[config.mk]
export PLATFORM = sky130hd
export DESIGN_NAME = uno_seq
export DESIGN_NICKNAME = d
export VERILOG_FILES = /design/src/rtl/uno_seq.sv
export SDC_FILE = /design/constraint.sdc
export NUM_CORES = 1
export LEC_CHECK = 0
export CORE_MARGIN = 1.5
export CORE_UTILIZATION = 45
export DETAILED_ROUTE_END_ITERATION = 12
export DONT_BUFFER_PORTS = 1
export PLACE_DENSITY = 0.65
export SYNTH_ARGS = -nofsm -noshare
export SYNTH_HDL_FRONTEND = slang
export SYNTH_SLANG_ARGS = --single-unit
[constraint.sdc]
create_clock -name clk -period 7.74 [get_ports clk]
set_input_delay 0.774 -clock clk [delete_from_list [all_inputs] [get_ports clk]]
set_output_delay 0.774 -clock clk [all_outputs]
set_load 0.03 [all_outputs]
[src/rtl/uno_seq.sv]
// uno_seq: command sequencer in front of the uno PE.
// A MAC command streams L operand pairs into uno as a dot product with a bias.
// A div/exp/log command runs a Horner evaluation over a per-op coefficient
// bank. res_valid pulses when uno's output register holds the final result.
module uno_seq #(
  parameter int MAC_BW = 12,
  parameter int ORDER  = 3,
  parameter int LEN_W  = 8
) (
  input  logic                         clk,
  input  logic                         rst,
  input  logic                         cmd_valid,
  output logic                         cmd_ready,
  input  logic [1:0]                   cmd_op,
  input  logic [MAC_BW-1:0]            cmd_x,
  input  logic [MAC_BW-1:0]            cmd_y,
  input  logic [2*MAC_BW-1:0]          cmd_z,
  input  logic [LEN_W-1:0]             cmd_len,
  input  logic                         in_valid,
  output logic                         in_ready,
  input  logic [MAC_BW-1:0]            in_a,
  input  logic [MAC_BW-1:0]            in_b,
  input  logic                         cw_en,
  input  logic [1:0]                   cw_op,
  input  logic [$clog2(ORDER+1)-1:0]   cw_idx,
  input  logic [MAC_BW-1:0]            cw_data,
  output logic [1:0]                   pe_op,
  output logic [MAC_BW-1:0]            pe_x,
  output logic [MAC_BW-1:0]            pe_y,
  output logic [2*MAC_BW-1:0]          pe_z,
  output logic [MAC_BW-1:0]            pe_coeff,
  output logic                         pe_first,
  output logic                         pe_last,
  output logic                         pe_acc_en,
  output logic                         busy,
  output logic                         res_valid
);

  localparam int IW = $clog2(ORDER + 1);
  // Counter covers both the MAC element count and the Horner step index.
  localparam int CW = ((LEN_W > IW) ? LEN_W : IW) + 1;
  localparam logic [CW-1:0] N_C    = CW'(ORDER);
  localparam logic [1:0]    OP_MAC = 2'b00;

  localparam logic [1:0] S_IDLE  = 2'd0;
  localparam logic [1:0] S_RUN   = 2'd1;
  localparam logic [1:0] S_FLUSH = 2'd2;

  logic [1:0]        state;
  logic [1:0]        op_q;
  logic [CW-1:0]     cnt;
  logic [CW-1:0]     len_q;
  logic              fin;       // pe_* currently shows the final issue cycle
  logic              acc_seen;  // at least one MAC issue already presented
  logic [MAC_BW-1:0] coef [0:3][0:ORDER];

  logic              accept;
  logic              is_mac;
  logic              cw_wr;
  logic [MAC_BW-1:0] lead_c;
  logic [MAC_BW-1:0] next_c;
  logic [MAC_BW-1:0] rd_c;
  logic [IW-1:0]     rd_idx;

  // Handshakes, write qualification and coefficient lookups.
  always_comb begin
    // NOTE: every signal gets a value before any condition, so no latch is inferred.
    busy      = (state != S_IDLE);
    cmd_ready = (state == S_IDLE);
    accept    = cmd_valid && cmd_ready;
    is_mac    = (op_q == OP_MAC);
    in_ready  = (state == S_RUN) && is_mac && (cnt < len_q);
    cw_wr     = cw_en && !busy && (cw_op != 2'b00) && (int'(cw_idx) <= ORDER);
    // Issue 0 is registered on the accept edge, so a same-cycle write is forwarded.
    lead_c    = coef[cmd_op][ORDER];
    if (cw_wr && (cw_op == cmd_op) && (cw_idx == IW'(ORDER)))
      lead_c = cw_data;
    next_c    = coef[cmd_op][ORDER-1];
    if (cw_wr && (cw_op == cmd_op) && (cw_idx == IW'(ORDER - 1)))
      next_c = cw_data;
    rd_idx    = IW'(ORDER - 1) - cnt[IW-1:0];
    rd_c      = coef[op_q][rd_idx];
  end

  // Coefficient bank: writable only while idle, cleared by reset.
  always_ff @(posedge clk or posedge rst) begin
    if (rst) begin
      // NOTE: the bank is small and must read as zero after reset, so it is reset explicitly.
      for (int b = 0; b < 4; b++)
        for (int k = 0; k <= ORDER; k++)
          coef[b][k] <= '0;
    end else if (cw_wr) begin
      coef[cw_op][cw_idx] <= cw_data;
    end
  end

  // Sequencer FSM and registered uno drive.
  always_ff @(posedge clk or posedge rst) begin
    if (rst) begin
      // NOTE: state uses non-blocking assignments so every register samples pre-edge values.
      state     <= S_IDLE;
      op_q      <= '0;
      cnt       <= '0;
      len_q     <= '0;
      fin       <= 1'b0;
      acc_seen  <= 1'b0;
      pe_op     <= '0;
      pe_x      <= '0;
      pe_y      <= '0;
      pe_z      <= '0;
      pe_coeff  <= '0;
      pe_first  <= 1'b0;
      pe_last   <= 1'b0;
      pe_acc_en <= 1'b0;
      res_valid <= 1'b0;
    end else begin
      res_valid <= 1'b0;
      case (state)
        S_IDLE: begin
          if (accept) begin
            state     <= S_RUN;
            op_q      <= cmd_op;
            len_q     <= (cmd_len == '0) ? CW'(1) : CW'(cmd_len);
            fin       <= 1'b0;
            acc_seen  <= 1'b0;
            pe_op     <= cmd_op;
            pe_last   <= 1'b0;
            pe_acc_en <= 1'b0;
            if (cmd_op == OP_MAC) begin
              // First RUN cycle is a setup cycle: bias presented, nothing issued yet.
              pe_x     <= '0;
              pe_y     <= '0;
              pe_z     <= cmd_z;
              pe_coeff <= '0;
              pe_first <= 1'b0;
              cnt      <= '0;
            end else begin
              pe_x     <= cmd_x;
              pe_y     <= cmd_y;
              pe_z     <= {{MAC_BW{1'b0}}, lead_c};
              pe_coeff <= next_c;
              pe_first <= 1'b1;
              cnt      <= CW'(1);
            end
          end
        end
        S_RUN: begin
          if (fin) begin
            state     <= S_FLUSH;
            pe_x      <= '0;
            pe_y      <= '0;
            pe_z      <= '0;
            pe_coeff  <= '0;
            pe_first  <= 1'b0;
            pe_last   <= 1'b0;
            pe_acc_en <= 1'b0;
          end else if (is_mac) begin
            if (in_ready) begin
              pe_x      <= in_valid ? in_a : '0;
              pe_y      <= in_valid ? in_b : '0;
              pe_acc_en <= acc_seen;
              acc_seen  <= 1'b1;
              if (in_valid) begin
                cnt <= cnt + CW'(1);
                if ((cnt + CW'(1)) == len_q)
                  fin <= 1'b1;
              end
            end
          end else begin
            pe_first <= 1'b0;
            pe_z     <= '0;
            pe_coeff <= (cnt == N_C) ? '0 : rd_c;
            pe_last  <= (cnt == N_C);
            fin      <= (cnt == N_C);
            cnt      <= cnt + CW'(1);
          end
        end
        S_FLUSH: begin
          state     <= S_IDLE;
          res_valid <= 1'b1;
        end
        default: state <= S_IDLE;
      endcase
    end
  end

endmodule
==> reports/metrics.cfg <==
[outcome]
status=finished clean

[setup_path]
crit_family=flip-flops
worstPathRequired_ns=6.97
critPathCaptureType=primary output
cp.buffers_inverters=1
path_cells=inv_1 > ha_1 > nor2b_1 > o31ai_2 > a41oi_1 > nand3b_4 > nor2_1
crit_arrival_ns=2.77
cp_slowest_cell=dfrtp_1
cp_max_fo=17
max_stage_delay_ns=0.75
cp-start-kind=flop
path_class=reg2out

[grt]
grt_overflow=0
grt_pass1_vias=7959
antenna_found_initial=1
grt_pass1_wl_um=47200
track_usage=0.201
grt_max_degree=171

[placed_design]
place_ws_ns=4.57
gp_congestion=0.847
io_buffers=0
place_area_sq_um=13400
dp_hpwl_um=19100

[sta]
fin_crit_ns=3.54
timing_worst_slew_pin_value_ns=1.07
period_share=0.458
relSlewSlack=0.283
rsz0062_at_grt=no
fin_worst_skew_ns=0.00788
max_freq_mhz=282
finalHoldViolCount=0
final-setup-viol-count=0
tns_ns=0
final_max_slew_viol_count=0
timing.final.ws_setup_ns=4.20

[synth]
yosys_warnings=0
syn_inst=948
yosysSeqAreaShare=0.524
ys_seq_elements=279
syn_nets=1060
ys_dominant_reg_cell=dfrtp_1
synth-edff-count=0
synth.avg_cell_area_sq_um=14.0
async_reset_ff_frac=1.00
synth_cell_types=53
syn-cell-area_sq_um=13300

[min_path]
hp-class=in2async

[floorplan]
die_w_um=175
boundaryPins=172
die_h_um=175
dieArea_sq_um=30600
initial_utilization=0.460
coreArea_sq_um=28900
rows=62

[final_layout]
area_delta_synth_final_pct=8.63
fin_area_sq_um=14500
layout_common_cells=dfrtp_1, mux2_2, mux4_2
drive_above_1_share=0.362
antenna_cells=0
final_common_cell=dfrtp_1
num-nets-final=983

[power_and_ir_drop]
p_per_area_nw_per_um2=223
p_leak_nw=6.76
ir_drop_v=0.000155
power_w=0.00323

[cts]
clk_pin_slew_worst_paths_ns=0.06
cts_root_buf=clkbuf_16
cts_tree=built
cts_buffers=30
htreeDepth=1
clock-sinks=279
cts_hold_buf=0
cts_buffer_depth=3
insertion_delay_ns=0.55
postCtsSetupRepairBufs=0
cts.repair.resized=0

[route]
wirelength_um=30700
drc_errors=0
post_drt_wl_per_cell_um=24.0
drt_iter0_markers=500
dr_wl_met3_um=2070
viasPerCell=6.00
top_layer_used=met5
antenna_left=0
dr.pass1.iters=5
vias=7670
met2_length_um=14400
met1_length_um=13700

[job]
cap_violations=0

[layer usage]
metal,vias to the layer above,global-route usage
met3,38,0.0448
met2,246,0.318
met4,2,0.0427
met1,4028,0.286
met5,-,0
li1,3356,-
[sequential cells by signal (all words and copies together) (netlist names), 2 cells and up]
name	count
pe_coeff	12
op_q	2
coef	192
state	2
pe_y	12
len_q	8
cnt	9
pe_x	12
pe_z	24
[through the flow]
stage	cells	util	hold slack [ns]
floorplan	948	-	0.422
global placement	1223	0.462	0.358
detailed placement	1223	0.462	0.361
CTS	1279	0.500	0.189
global route	1279	0.500	0.228
finish	1279	0.500	0.179
[power by group]
group | total, W | leakage [nW] | switching (W) | internal [W]
clock network | 0.00154 | 0.543 | 0.000582 | 0.000962
logic | 0.000156 | 2.41 | 0.0000913 | 0.0000643
registers | 0.00153 | 3.81 | 0.0000502 | 0.00148
total | 0.00323 | 6.76 | 0.000723 | 0.00250
[Yosys cell counts (2+ instances only)]
| cell type | instances | area (sq um) |
|---|---|---|
| dfrtp_1 | 279 | 6980 |
| mux2_2 | 168 | 1890 |
| clkbuf_1 | 81 | 304 |
| mux4_2 | 80 | 1800 |
| nand2_1 | 51 | 191 |
| a22o_1 | 36 | 315 |
| buf_2 | 28 | 140 |
| mux2i_1 | 25 | 250 |
| o21ai_0 | 23 | 115 |
| nor2_1 | 18 | 67.6 |
| nand4_1 | 14 | 87.6 |
| a22oi_1 | 12 | 90.1 |
| o211ai_1 | 12 | 90.1 |
| inv_1 | 11 | 41.3 |
| xnor2_1 | 10 | 87.6 |
| ha_1 | 9 | 113 |
| nor2b_1 | 9 | 56.3 |
| o21ai_1 | 9 | 45.0 |
| nand3_1 | 8 | 40.0 |
| buf_6 | 6 | 67.6 |
| nor3_1 | 6 | 30.0 |
| xor2_1 | 5 | 43.8 |
| and2_1 | 4 | 25.0 |
| mux4_1 | 4 | 105 |
| o41ai_1 | 4 | 35.0 |
| o31ai_1 | 3 | 22.5 |
| a21o_1 | 2 | 15.0 |
| a21oi_1 | 2 | 10.0 |
| a31oi_1 | 2 | 12.5 |
| buf_4 | 2 | 15.0 |
| nand2b_1 | 2 | 12.5 |
| nor4_1 | 2 | 12.5 |
[worst paths after layout]
kind                             from         to  slack (ns)  depth (start not counted)
setup / recovery               cnt[0]   in_ready        4.20                          7
hold / removal                    rst  coef[166]        0.18                          1
setup reg to reg              op_q[0]    pe_z[9]        4.57                          6
hold reg to reg             coef[173]  coef[173]        0.37                          0
max in group asynchronous         rst    op_q[0]        6.05                          2
min in group clk           cmd_len[1]   len_q[1]        0.35                          2
[cell type report]
cell class / count / area [sq um]
inverters: 12 / 48.8
repair buffers: 9 / 80.1
clock inverters: 15 / 206
multi-input cells: 539 / 5780
clock buffers: 41 / 883
flip-flops and latches: 279 / 6990
well taps: 384 / 480
fillers: 2486 / 14500
[cell families after synthesis]
kind of cell / synth area share
adders and majority gates: 0.00846
muxes: 0.304
DFF: 0.524
AOI/OAI and AO/OA: 0.0633
buffers and inverters: 0.0432
and+or+nand+nor: 0.0468
xor gates and xnor gates: 0.00987
Note: power is estimated with default switching activity, not from simulation.
